[src/rtl/clock_time_controller.sv]
// Clock timekeeping core: 1 Hz prescaler, hh:mm:ss counters, RUN/SET_HOUR/SET_MIN
// sequencer driven by debounced button pulses, and blink blanking for the set modes.
module clock_time_controller #(
    parameter int CLK_HZ    = 50_000_000,
    parameter int BLINK_DIV = 12_500_000
) (
    input  logic       clk,
    input  logic       reset,
    input  logic       btn_mode,
    input  logic       btn_inc,
    input  logic       btn_view,
    output logic [4:0] hour,
    output logic [5:0] min,
    output logic [5:0] sec,
    output logic       min_or_sec,
    output logic       blank_hour,
    output logic       blank_minsec,
    output logic [1:0] mode,
    output logic       tick_1hz
);

    localparam int PW = (CLK_HZ > 1) ? $clog2(CLK_HZ) : 1;
    localparam int BW = (BLINK_DIV > 1) ? $clog2(BLINK_DIV) : 1;
    localparam logic [PW-1:0] PRESC_MAX = PW'(CLK_HZ - 1);
    localparam logic [BW-1:0] BLINK_MAX = BW'(BLINK_DIV - 1);

    typedef enum logic [1:0] {
        RUN      = 2'b00,
        SET_HOUR = 2'b01,
        SET_MIN  = 2'b10
    } mode_t;

    mode_t         state, state_nxt;
    logic [PW-1:0] presc, presc_nxt;
    logic [BW-1:0] blink_cnt, blink_cnt_nxt;
    logic          phase, phase_nxt;
    logic [4:0]    hour_nxt;
    logic [5:0]    min_nxt, sec_nxt;
    logic          mos_nxt, blank_hour_nxt, blank_minsec_nxt, tick_nxt;

    // Hour field increment, wrapping 23 -> 0.
    function automatic logic [4:0] inc_hour(input logic [4:0] h);
        return (h == 5'd23) ? 5'd0 : h + 5'd1;
    endfunction

    // Minute/second field increment, wrapping 59 -> 0.
    function automatic logic [5:0] inc_sexa(input logic [5:0] v);
        return (v == 6'd59) ? 6'd0 : v + 6'd1;
    endfunction

    assign mode = state;

    // Next-state and next-output computation for the whole controller.
    always_comb begin
        state_nxt     = state;
        presc_nxt     = presc;
        blink_cnt_nxt = blink_cnt;
        phase_nxt     = phase;
        hour_nxt      = hour;
        min_nxt       = min;
        sec_nxt       = sec;
        mos_nxt       = min_or_sec;
        tick_nxt      = 1'b0;

        case (state)
            RUN: begin
                blink_cnt_nxt = '0;
                phase_nxt     = 1'b0;
                // The tick still carries through the time even if btn_mode
                // arrives in the same cycle; the mode change then clears sec.
                if (presc == PRESC_MAX) begin
                    presc_nxt = '0;
                    tick_nxt  = 1'b1;
                    sec_nxt   = inc_sexa(sec);
                    if (sec == 6'd59) begin
                        min_nxt = inc_sexa(min);
                        if (min == 6'd59) begin
                            hour_nxt = inc_hour(hour);
                        end
                    end
                end else begin
                    presc_nxt = presc + PW'(1);
                end

                if (btn_mode) begin
                    state_nxt = SET_HOUR;
                    sec_nxt   = 6'd0;
                    presc_nxt = '0;
                    mos_nxt   = 1'b0;
                    tick_nxt  = 1'b0;
                end else if (btn_view) begin
                    mos_nxt = ~min_or_sec;
                end
            end

            SET_HOUR, SET_MIN: begin
                presc_nxt = '0;
                sec_nxt   = 6'd0;
                mos_nxt   = 1'b0;

                if (blink_cnt == BLINK_MAX) begin
                    blink_cnt_nxt = '0;
                    phase_nxt     = ~phase;
                end else begin
                    blink_cnt_nxt = blink_cnt + BW'(1);
                end

                // btn_mode wins; a coincident btn_inc is dropped.
                if (btn_mode) begin
                    state_nxt     = (state == SET_HOUR) ? SET_MIN : RUN;
                    blink_cnt_nxt = '0;
                    phase_nxt     = 1'b0;
                end else if (btn_inc) begin
                    if (state == SET_HOUR) begin
                        hour_nxt = inc_hour(hour);
                    end else begin
                        min_nxt = inc_sexa(min);
                    end
                end
            end

            default: begin
                state_nxt     = RUN;
                presc_nxt     = '0;
                blink_cnt_nxt = '0;
                phase_nxt     = 1'b0;
                mos_nxt       = 1'b0;
            end
        endcase

        blank_hour_nxt   = (state_nxt == SET_HOUR) && phase_nxt;
        blank_minsec_nxt = (state_nxt == SET_MIN) && phase_nxt;
    end

    // State and output registers; reset returns everything to 00:00:00 in RUN.
    always_ff @(posedge clk or posedge reset) begin
        if (reset) begin
            state        <= RUN;
            presc        <= '0;
            blink_cnt    <= '0;
            phase        <= 1'b0;
            hour         <= 5'd0;
            min          <= 6'd0;
            sec          <= 6'd0;
            min_or_sec   <= 1'b0;
            blank_hour   <= 1'b0;
            blank_minsec <= 1'b0;
            tick_1hz     <= 1'b0;
        end else begin
            state        <= state_nxt;
            presc        <= presc_nxt;
            blink_cnt    <= blink_cnt_nxt;
            phase        <= phase_nxt;
            hour         <= hour_nxt;
            min          <= min_nxt;
            sec          <= sec_nxt;
            min_or_sec   <= mos_nxt;
            blank_hour   <= blank_hour_nxt;
            blank_minsec <= blank_minsec_nxt;
            tick_1hz     <= tick_nxt;
        end
    end

endmodule

[config.mk]
export PLATFORM = sky130hd
export DESIGN_NAME = clock_time_controller
export DESIGN_NICKNAME = d
export VERILOG_FILES = /design/src/rtl/clock_time_controller.sv
export SDC_FILE = /design/constraint.sdc
export NUM_CORES = 1
export LEC_CHECK = 0
export ABC_CLOCK_PERIOD_IN_PS = 4200
export CAP_MARGIN = 20
export CORE_AREA = 2 2 82 84
export CTS_BUF_LIST = sky130_fd_sc_hd__clkbuf_8
export DETAILED_ROUTE_END_ITERATION = 8
export DIE_AREA = 0 0 84 86
export PLACE_DENSITY_LB_ADDON = 0.15
export SLEW_MARGIN = 20
export SYNTH_ARGS = -nofsm -noshare
export SYNTH_HDL_FRONTEND = slang
export SYNTH_SLANG_ARGS = --single-unit
[constraint.sdc]
create_clock -name clk -period 4.2 [get_ports clk]
set_input_delay 0.84 -clock clk [delete_from_list [all_inputs] [get_ports clk]]
set_output_delay 0.84 -clock clk [all_outputs]
set_load 0.01 [all_outputs]
==> results of run 1 <==
-- metrics by stage --
| step | power (mW) | cell area (µm²) | util | cells |
|---|---|---|---|---|
| floorplan | 1.32 | 3740 | - | 388 |
| detailed placement | 1.59 | 4070 | 0.649 | 482 |
| finish | 2.20 | 4300 | 0.685 | 498 |
| global placement | 1.56 | 4070 | 0.649 | 482 |
| global route | 2.32 | 4300 | 0.685 | 498 |
| CTS | 2.21 | 4300 | 0.685 | 498 |
-- sequential cells by signal, summed over array words and instances, names as in the netlist, 2 cells and up --
register / cells
min: 6
blink_cnt: 24
mode: 2
hour: 5
sec: 6
presc: 26
-- cells by family after synthesis --
kind of cell             count (synthesis)  synth area share
AND/OR/NAND/NOR                        185             0.252
flip-flops                              74             0.495
XOR/XNOR                                46             0.108
AO/OA/AOI/OAI                           41            0.0686
buffers and inverters                   27            0.0278
adder cells (fa/ha/maj)                  9            0.0301
multiplexers                             6            0.0181
-- cells in the final DEF, fill, tap and decap left out, types with 5 or more instances in the layout --
cell type	n
sky130_fd_sc_hd__dfrtp_1	74
sky130_fd_sc_hd__nor2_1	67
sky130_fd_sc_hd__xnor2_1	34
sky130_fd_sc_hd__clkdlybuf4s50_1	27
sky130_fd_sc_hd__nand2_1	24
sky130_fd_sc_hd__nand3_1	21
sky130_fd_sc_hd__o21ai_0	17
sky130_fd_sc_hd__nor3_1	15
sky130_fd_sc_hd__inv_1	14
sky130_fd_sc_hd__xor2_1	12
sky130_fd_sc_hd__clkbuf_8	10
sky130_fd_sc_hd__nor4_1	9
sky130_fd_sc_hd__ha_1	9
sky130_fd_sc_hd__nand4_1	8
sky130_fd_sc_hd__nand2b_1	6
sky130_fd_sc_hd__a211oi_1	6
sky130_fd_sc_hd__mux2_2	6
sky130_fd_sc_hd__or3_1	6
sky130_fd_sc_hd__nor4b_1	5
-- per-layer routing --
metal / GRT usage / vias up
li1: - / 1408
met1: 0.291 / 1427
met2: 0.351 / 69
met3: 0.0549 / 13
met4: 0.0865 / 0
met5: 0 / -
-- worst max path at each step --
stage                             to  slack, ns  depth (start not counted)
final                         sec[5]       1.38                          6
after global routing          sec[5]       1.13                          6
after CTS                     sec[5]       1.36                          6
after detailed placement      sec[5]       1.03                          5
after global placement        sec[5]       1.10                          5
after floorplan           blank_hour       1.48                          1
-- final cells by class --
cell class | count | area (µm²)
clock inverters | 6 | 90.1
flip-flops and latches | 74 | 1850
multi-input cells | 287 | 1780
clock buffers | 10 | 138
repair buffers | 29 | 285
fillers | 475 | 1980
well taps | 77 | 96.3
inverters | 15 | 56.3
-- power groups by stage --
stage	Clock (mW)	Combinational [mW]	Sequential [mW]
2_1_floorplan	0	0.399	0.926
3_3_place_gp	0	0.657	0.906
3_5_place_dp	0	0.677	0.913
4_1_cts	0.632	0.680	0.899
5_1_grt	0.666	0.741	0.916
6_report	0.625	0.677	0.897
==> impl_metrics.sql, run 1 <==
INSERT INTO impl_metrics (metric_group, metric, value, unit) VALUES
('status', 'status', 'finished clean', ''),
('hold_path', 'worstHoldStart', 'blink_cnt[0]', ''),
('floorplan', 'initial_utilization', '0.595', ''),
('logic_synthesis', 'synthMostInstantiatedCell', 'sky130_fd_sc_hd__dfrtp_1', ''),
('placement', 'gp_congestion', '0.797', ''),
('pwr', 'leakage', '1.65', 'nW'),
('sta', 'maxSlewViolCount', '0', ''),
('logic_synthesis', 'synth_seq_cells', '74', ''),
('clock_network', 'cts_sinks', '74', ''),
('setup_path', 'path_class', 'reg -> reg', ''),
('setup_path', 'worst-endpoint-arrival', '3.06', 'ns'),
('logic_synthesis', 'ys_types', '42', ''),
('sta', 'setup_slack', '1.38', 'ns'),
('logic_synthesis', 'synth_top_area_cell', 'sky130_fd_sc_hd__dfrtp_1', ''),
('clock_network', 'clock_insertion_delay_worst_skew', '0.36', 'ns'),
('drt', 'drt_drc_violations_left', '0', ''),
('drt', 'drt_wl_total', '7.26', 'mm'),
('cells_and_area', 'diodes', '0', ''),
('logic_synthesis', 'synthDominantCellAreaShare', '0.495', ''),
('setup_path', 'cp_num_buf_inv', '0', ''),
('setup_path', 'setup.worst_path.end_class', 'flop', ''),
('sta', 'unrepaired_setup_endpoints_after_global_routing', 'no', ''),
('placement', 'dp_hpwl', '4.97', 'mm'),
('global_routing', 'grt_first_pass_wirelength', '12.7', 'mm'),
('sta', 'min_period', '2.82', 'ns'),
('setup_path', 'regToRegSetupSlack', '1.38', 'ns'),
('floorplan', 'io_pins', '28', ''),
('drt', 'ant_nets', '0', ''),
('sta', 'worst_pin_slew', '0.854', 'ns'),
('pwr', 'share_seq_of_total_power', '0.408', ''),
('drt', 'wl_met1', '3.42', 'mm'),
('drt', 'routed-wl-met3', '292', 'µm'),
('global_routing', 'gr-total-overflow', '0', ''),
('global_routing', 'antenna_found_initial', '0', ''),
('sta', 'fin_tns_setup', '0', 'ns'),
('setup_path', 'worstReg2RegStart', 'presc[0]', ''),
('floorplan', 'floorplan.die.width', '84', 'µm'),
('sta', 'timing.fmax', '0.355', 'GHz'),
('setup_path', 'launch_point_of_the_critical_path', 'presc[0]', ''),
('placement', 'io_buffers', '27', ''),
('sta', 'report.final.hold_viol_count', '0', ''),
('setup_path', 'critical_path_required', '4.44', 'ns'),
('hold_path', 'hold_path_depth', '1', ''),
('floorplan', 'die_height', '86', 'µm'),
('clock_network', 'post-cts-setup-buffer-count', '0', ''),
('logic_synthesis', 'synth-main-ff-cell', 'sky130_fd_sc_hd__dfrtp_1', ''),
('placement', 'dp_slack', '1.03', 'ns'),
('drt', 'met2_length', '3.43', 'mm'),
('cells_and_area', 'fraction_of_final_layout_cells_sized_beyond_drive_strength_1', '0.0665', ''),
('setup_path', 'crit_path_start_kind', 'flop', ''),
('clock_network', 'cts_resized', '0', ''),
('pwr', 'p_switching', '754', 'µW'),
('sta', 'setup-violations-final', '0', ''),
('logic_synthesis', 'synth-async-reset-ratio', '1.00', ''),
('setup_path', 'cp_slowest_stage_delay', '0.76', 'ns'),
('sta', 'slew_headroom', '0.431', ''),
('pwr', 'worst_ir_drop_vdd', '0.425', 'mV'),
('setup_path', 'crit_path_top_delay_cell', 'sky130_fd_sc_hd__a21o_1', ''),
('clock_network', 'path_clk_slew', '0.08', 'ns'),
('pwr', 'power.share.clock', '0.284', ''),
('setup_path', 'reg2reg_depth', '6', ''),
('sta', 'final.hold.worst_slack', '0.490', 'ns'),
('drt', 'post_drt_via_cell_ratio', '5.86', ''),
('clock_network', 'clock_path_buffers', '2', ''),
('drt', 'drt_first_iter_violations', '139', ''),
('drt', 'routed_wire_length_per_instance', '14.6', 'µm'),
('sta', 'period_share', '0.670', ''),
('logic_synthesis', 'syn_inst', '388', ''),
('drt', 'via_count', '2917', ''),
('pwr', 'p_int', '1.45', 'mW'),
('pwr', 'p_sw_frac', '0.343', '');
Power figures use the tool's default switching activity.
==> run 2: changes to the inputs <==
ABC_CLOCK_PERIOD_IN_PS = 2900   (was 4200)
clock period = 2.9 ns   (was 4.2 ns; I/O delays follow)
==> run 2 against run 1 <==
  * Global-route usage down 0.67 points
  * Final cell count rose by 0.40%
  * Setup slack lost 0.73 ns
  * Sequential share of layout area stayed put
  * Maximum frequency up 26%
==> impl_metrics.sql, run 2 (same netlist as run 1, synthesis figures left out) <==
INSERT INTO impl_metrics (metric_group, metric, value, unit) VALUES
('status', 'status', 'finished clean', ''),
('setup_path', 'setup.worst_path.end_class', 'flop', ''),
('clock_network', 'postCtsHoldBufs', '0', ''),
('sta', 'period_share', '0.773', ''),
('placement', 'dp_slack', '0.359', 'ns'),
('setup_path', 'crit_path_top_delay_cell', 'sky130_fd_sc_hd__ha_1', ''),
('global_routing', 'gr-total-overflow', '0', ''),
('sta', 'maxSlewViolCount', '0', ''),
('cells_and_area', 'fin_nets', '433', ''),
('floorplan', 'die_height', '86', 'µm'),
('drt', 'drt_drc_violations_left', '0', ''),
('setup_path', 'path_delay_family', 'adder cells', ''),
('drt', 'post_drt_via_cell_ratio', '5.74', ''),
('cells_and_area', 'final_common_cell', 'sky130_fd_sc_hd__dfrtp_1', ''),
('cells_and_area', 'fraction_of_final_layout_cells_sized_beyond_drive_strength_1', '0.0709', ''),
('pwr', 'power.density', '720', 'mW/mm²'),
('cells_and_area', 'largest_register_ff_count', '26', ''),
('placement', 'gp_congestion', '0.830', ''),
('clock_network', 'clock_path_buffers', '2', ''),
('global_routing', 'grtUsageTotal', '0.213', ''),
('drt', 'via_count', '2869', ''),
('global_routing', 'use_met1', '0.289', ''),
('floorplan', 'design.die.area', '0.00722', 'mm²'),
('cells_and_area', 'regMostFlops', 'presc', ''),
('placement', 'io_buffers', '27', ''),
('setup_path', 'worst_path_cell_trace', 'inv_1 -> ha_1 -> nand3b_1 -> o21ai_0 -> nand2b_1 -> mux2_2', ''),
('sta', 'timing.fmax', '0.446', 'GHz'),
('placement', 'numPlacedInstances', '485', ''),
('cells_and_area', 'layout-area-overhead-vs-synth', '15.0', '%'),
('setup_path', 'path_class', 'reg -> reg', ''),
('setup_path', 'critical_path_peak_fanout', '10', ''),
('global_routing', 'grt_use_met3', '0.0529', ''),
('clock_network', 'cts_resized', '0', ''),
('sta', 'unrepaired_setup_endpoints_after_global_routing', 'no', ''),
('clock_network', 'cts-buffers-inserted', '9', ''),
('setup_path', 'critical_path_required', '3.14', 'ns'),
('drt', 'drt_wl_total', '7.05', 'mm'),
('sta', 'setup-violations-final', '0', ''),
('drt', 'drt_first_iter_violations', '164', ''),
('global_routing', 'antenna_found_initial', '0', ''),
('global_routing', 'grt_first_pass_wirelength', '12.3', 'mm'),
('pwr', 'total_power_consumption_of_the_routed_design', '3.09', 'mW'),
('clock_network', 'root_buffer', 'sky130_fd_sc_hd__clkbuf_8', ''),
('clock_network', 'clock_tree.htree_level_count', '3', ''),
('sta', 'fin_tns_setup', '0', 'ns'),
('floorplan', 'floorplan.core_area', '0.00628', 'mm²'),
('sta', 'worst_clock_skew', '0.0151', 'ns'),
('pwr', 'leakage', '1.66', 'nW'),
('global_routing', 'grt_max_degree', '75', ''),
('floorplan', 'initial_utilization', '0.595', ''),
('cells_and_area', 'mostFrequentLayoutCells', 'sky130_fd_sc_hd__dfrtp_1 (74), sky130_fd_sc_hd__nor2_1 (67), sky130_fd_sc_hd__xnor2_1 (34)', ''),
('sta', 'min_period', '2.24', 'ns'),
('setup_path', 'crit_path_start_kind', 'flop', ''),
('placement', 'dp_hpwl', '4.87', 'mm'),
('flow_run', 'number_of_maximum_capacitance_constraint_violations', '0', ''),
('clock_network', 'path_clk_slew', '0.08', 'ns'),
('setup_path', 'cp_num_buf_inv', '1', ''),
('clock_network', 'cts_tree', 'built', ''),
('cells_and_area', 'diodes', '0', ''),
('floorplan', 'io_pins', '28', ''),
('drt', 'ant_nets', '0', ''),
('sta', 'setup_slack', '0.658', 'ns'),
('drt', 'routed_wire_length_per_instance', '14.1', 'µm'),
('sta', 'slew_headroom', '0.443', ''),
('drt', 'detailedRoute.firstPassIterationCount', '4', ''),
('clock_network', 'clock_insertion_delay_worst_skew', '0.35', 'ns'),
('setup_path', 'cp_slowest_stage_delay', '0.46', 'ns'),
('cells_and_area', 'nFillCells', '482', ''),
('floorplan', 'fp-row-count', '29', ''),
('floorplan', 'floorplan.die.width', '84', 'µm'),
('cells_and_area', 'multi_input_comb_area', '0.00178', 'mm²'),
('global_routing', 'grt_pass1_vias', '2727', ''),
('clock_network', 'post-cts-setup-buffer-count', '0', ''),
('sta', 'worst_pin_slew', '0.828', 'ns'),
('global_routing', 'busiest_layer', 'met2', ''),
('clock_network', 'cts_sinks', '74', ''),
('global_routing', 'globalRouteMet2Util', '0.339', ''),
('hold_path', 'hold_class', 'reg -> reg', ''),
('pwr', 'worst_ir_drop_vdd', '0.528', 'mV'),
('cells_and_area', 'seqCellArea', '0.00185', 'mm²'),
('cells_and_area', 'top_flop_regs', 'presc x26, blink_cnt x24', ''),
('sta', 'report.final.hold_viol_count', '0', ''),
('setup_path', 'worst-endpoint-arrival', '2.48', 'ns'),
('cells_and_area', 'stdcell_count', '500', '');
-- run 2: changes by cell type in the layout (fill, tap and decap cells not counted) --
| cell | delta |
|---|---|
| sky130_fd_sc_hd__buf_4 | +2 |
| sky130_fd_sc_hd__clkinv_2 | +2 |
| sky130_fd_sc_hd__clkinvlp_4 | -2 |
| sky130_fd_sc_hd__buf_12 | +1 |
| sky130_fd_sc_hd__bufinv_16 | -1 |
-- run 2: final timing paths --
| kind | start | end | slack [ns] | cells past startpoint |
|---|---|---|---|---|
| worst max-delay path | mode[0] | min[1] | 0.66 | 6 |
| worst min-delay path | presc[0] | presc[0] | 0.49 | 1 |
| worst max register to register | mode[0] | min[1] | 0.66 | 6 |
| worst min register to register | presc[0] | presc[0] | 0.49 | 1 |
| max in group asynchronous | reset | presc[22] | 1.96 | 3 |
| min in group asynchronous | reset | blink_cnt[6] | 0.61 | 3 |
-- run 2: where the power goes --
part | leakage, nW | internal [mW] | switching [mW]
sequential | 1.00 | 1.16 | 0.145
combinational | 0.566 | 0.455 | 0.547
clock | 0.0941 | 0.413 | 0.377
total | 1.66 | 2.02 | 1.07
-- run 2: per-layer routing --
| metal | wire length [µm] | vias up |
|---|---|---|
| li1 | - | 1405 |
| met1 | 3360 | 1389 |
| met2 | 3300 | 69 |
| met3 | 317 | 6 |
| met4 | 79 | 0 |
| met5 | 0 | - |
-- run 2: cell type report --
cell class / count / share of cell area
Tap cell: 77 / 0.0224
Sequential cell: 74 / 0.431
Multi-Input combinational cell: 287 / 0.414
Clock inverter: 5 / 0.0128
Inverter: 15 / 0.0131
Clock buffer: 10 / 0.0320
Timing Repair Buffer: 32 / 0.0745
-- run 2: per-stage QoR --
stage,instance area [µm²],util,hold slack [ns]
floorplan,3740,-,0.455
global placement,4110,0.654,0.477
detailed placement,4110,0.654,0.488
CTS,4300,0.685,0.497
global route,4300,0.685,0.516
finish,4300,0.685,0.491
==> run 3: changes to the inputs <==
ABC_CLOCK_PERIOD_IN_PS = 2100   (was 2900)
clock period = 2.1 ns   (was 2.9 ns; I/O delays follow)
==> run 3 against run 2 <==
  * Final cell count grew 5.4%
  * First-iteration DRC count is 16% lower
  * Die area unchanged
  * Global-route usage increased by 1.1 points
  * Clock power is 38% higher
  * Power rose by 46%
  * Worst hold slack worse by 0.062 ns
  * Utilization grew 4.3 points
==> impl_metrics.sql, run 3 (same netlist as run 1, synthesis figures left out) <==
INSERT INTO impl_metrics (metric_group, metric, value, unit) VALUES
('floorplan', 'design.die.area', '0.00722', 'mm²'),
('clock_network', 'path_clk_slew', '0.08', 'ns'),
('sta', 'report.final.hold_viol_count', '0', ''),
('setup_path', 'critical_path_peak_fanout', '4', ''),
('hold_path', 'hold_class', 'in -> async', ''),
('floorplan', 'io_pins', '28', ''),
('drt', 'via_count', '2986', ''),
('floorplan', 'initial_utilization', '0.595', ''),
('clock_network', 'clock_path_buffers', '2', ''),
('drt', 'ant_nets', '0', ''),
('floorplan', 'floorplan.die.width', '84', 'µm'),
('sta', 'unrepaired_setup_endpoints_after_global_routing', 'yes', ''),
('setup_path', 'setup.worst_path.end_class', 'flop', ''),
('cells_and_area', 'fin_nets', '459', ''),
('clock_network', 'cts_sinks', '74', ''),
('sta', 'final.hold.worst_slack', '0.429', 'ns'),
('placement', 'dp_hpwl', '5.17', 'mm'),
('floorplan', 'floorplan.core_area', '0.00628', 'mm²'),
('sta', 'fin_tns_setup', '0', 'ns'),
('drt', 'post_drt_via_cell_ratio', '5.67', ''),
('cells_and_area', 'regMostFlops', 'presc', ''),
('placement', 'io_buffers', '27', ''),
('sta', 'timing.fmax', '0.485', 'GHz'),
('global_routing', 'grt_max_degree', '39', ''),
('pwr', 'worst_ir_drop_vdd', '0.839', 'mV'),
('status', 'status', 'finished clean', ''),
('global_routing', 'antenna_found_initial', '0', ''),
('setup_path', 'reg2reg_depth', '5', ''),
('cells_and_area', 'mostFrequentLayoutCells', 'sky130_fd_sc_hd__dfrtp_1 (74), sky130_fd_sc_hd__nor2_1 (67), sky130_fd_sc_hd__xnor2_1 (34)', ''),
('clock_network', 'cts_tree', 'built', ''),
('setup_path', 'regToRegSetupSlack', '0.04', 'ns'),
('clock_network', 'root_buffer', 'sky130_fd_sc_hd__clkbuf_8', ''),
('sta', 'maxSlewViolCount', '0', ''),
('global_routing', 'gr-total-overflow', '0', ''),
('global_routing', 'grt_first_pass_wirelength', '13.2', 'mm'),
('setup_path', 'worstReg2RegStart', 'presc[10]', ''),
('cells_and_area', 'fraction_of_final_layout_cells_sized_beyond_drive_strength_1', '0.142', ''),
('clock_network', 'cts-buffers-inserted', '9', ''),
('global_routing', 'grtUsageTotal', '0.224', ''),
('global_routing', 'grt_pass1_vias', '2972', ''),
('cells_and_area', 'diodes', '0', ''),
('floorplan', 'die_height', '86', 'µm'),
('drt', 'routed_wire_length_per_instance', '14.3', 'µm'),
('cells_and_area', 'layout-area-overhead-vs-synth', '22.2', '%'),
('drt', 'drt_wl_total', '7.52', 'mm'),
('sta', 'worst_clock_skew', '0.00957', 'ns'),
('sta', 'min_period', '2.06', 'ns'),
('setup_path', 'worst-endpoint-arrival', '2.29', 'ns'),
('cells_and_area', 'nFillCells', '467', ''),
('sta', 'slew_headroom', '0.663', ''),
('setup_path', 'r2r_end', 'hour[4]', ''),
('floorplan', 'fp-row-count', '29', ''),
('pwr', 'leakage', '1.81', 'nW'),
('drt', 'drt_drc_violations_left', '0', ''),
('drt', 'detailedRoute.firstPassIterationCount', '4', ''),
('clock_network', 'clock_insertion_delay_worst_skew', '0.34', 'ns'),
('sta', 'setup-violations-final', '0', ''),
('setup_path', 'critical_path_required', '2.33', 'ns'),
('setup_path', 'path_class', 'reg -> reg', ''),
('flow_run', 'number_of_maximum_capacitance_constraint_violations', '0', ''),
('clock_network', 'postCtsHoldBufs', '0', ''),
('sta', 'worst_pin_slew', '0.501', 'ns'),
('pwr', 'power.density', '990', 'mW/mm²'),
('placement', 'gp_congestion', '0.872', ''),
('cells_and_area', 'final_common_cell', 'sky130_fd_sc_hd__dfrtp_1', ''),
('sta', 'period_share', '0.982', ''),
('cells_and_area', 'largest_register_ff_count', '26', ''),
('setup_path', 'crit_path_start_kind', 'flop', ''),
('cells_and_area', 'top_flop_regs', 'presc x26, blink_cnt x24', ''),
('drt', 'drt_first_iter_violations', '137', ''),
('clock_network', 'clock_tree.htree_level_count', '3', '');
run 3: cell types whose count changed in the layout (fill, tap and decap cells not counted), sizes merged:
cell / change
buf: +26
clkbuf: -1
clkinvlp: +3
inv: -1
run 3: final cells by class:
class	instances	area, µm²	share of cell area
inverter	15	60.1	0.0131
clock inverter	7	70.1	0.0153
timing repair buffer	58	541	0.118
multi-input combinational	287	1830	0.400
clock buffer	9	124	0.0271
sequential	74	1850	0.405
tap	77	96.3	0.0211
run 3: stage by stage:
| stage | instances | setup WS [ns] | area, µm² | utilization | power, mW |
|---|---|---|---|---|---|
| global route | 527 | -0.0416 | 4570 | 0.728 | 4.78 |
| global placement | 510 | 0.0636 | 4320 | 0.689 | 3.37 |
| CTS | 526 | 0.0229 | 4530 | 0.721 | 4.51 |
| finish | 527 | 0.0371 | 4570 | 0.728 | 4.52 |
| floorplan | 388 | 0.0416 | 3740 | - | 2.65 |
| detailed placement | 510 | -0.0381 | 4320 | 0.689 | 3.42 |
run 3: how the worst max path moves through the flow:
stage / depth (start not counted) / end / slack, ns / from
after CTS: 5 / blank_hour / 0.02 / blink_cnt[12]
after floorplan: 8 / min[2] / 0.04 / mode[0]
final: 5 / hour[4] / 0.04 / presc[10]
after global placement: 5 / blank_minsec / 0.06 / blink_cnt[12]
after detailed placement: 6 / hour[4] / -0.04 / presc[1]
after global routing: 5 / blank_minsec / -0.04 / blink_cnt[11]
run 3: timing repair:
action                                  4_1_cts  5_1_grt
resized for setup                             2        6
endpoints found under the setup margin        3       21
setup buffers                                 0        1
pin swaps                                     0        1
run 3: critical path, cell delays in order (launching register included):
cell,delay (ns)
sky130_fd_sc_hd__dfrtp_1,0.43
sky130_fd_sc_hd__nor4bb_1,0.31
sky130_fd_sc_hd__and4_1,0.30
sky130_fd_sc_hd__nand4_1,0.21
sky130_fd_sc_hd__a211oi_1,0.34
sky130_fd_sc_hd__mux2_2,0.37
run 3: metal layers:
| layer | track usage | vias up | wire, µm |
|---|---|---|---|
| li1 | - | 1459 | - |
| met1 | 0.300 | 1455 | 3530 |
| met2 | 0.364 | 64 | 3640 |
| met3 | 0.0472 | 8 | 277 |
| met4 | 0.0806 | 0 | 71 |
| met5 | 0 | - | 0 |
run 3: power breakdown:
| part | total (mW) | switching, mW | leakage (nW) | internal, mW |
|---|---|---|---|---|
| sequential | 1.78 | 0.187 | 1.00 | 1.60 |
| clock | 1.09 | 0.545 | 0.0873 | 0.544 |
| combinational | 1.65 | 0.838 | 0.722 | 0.810 |
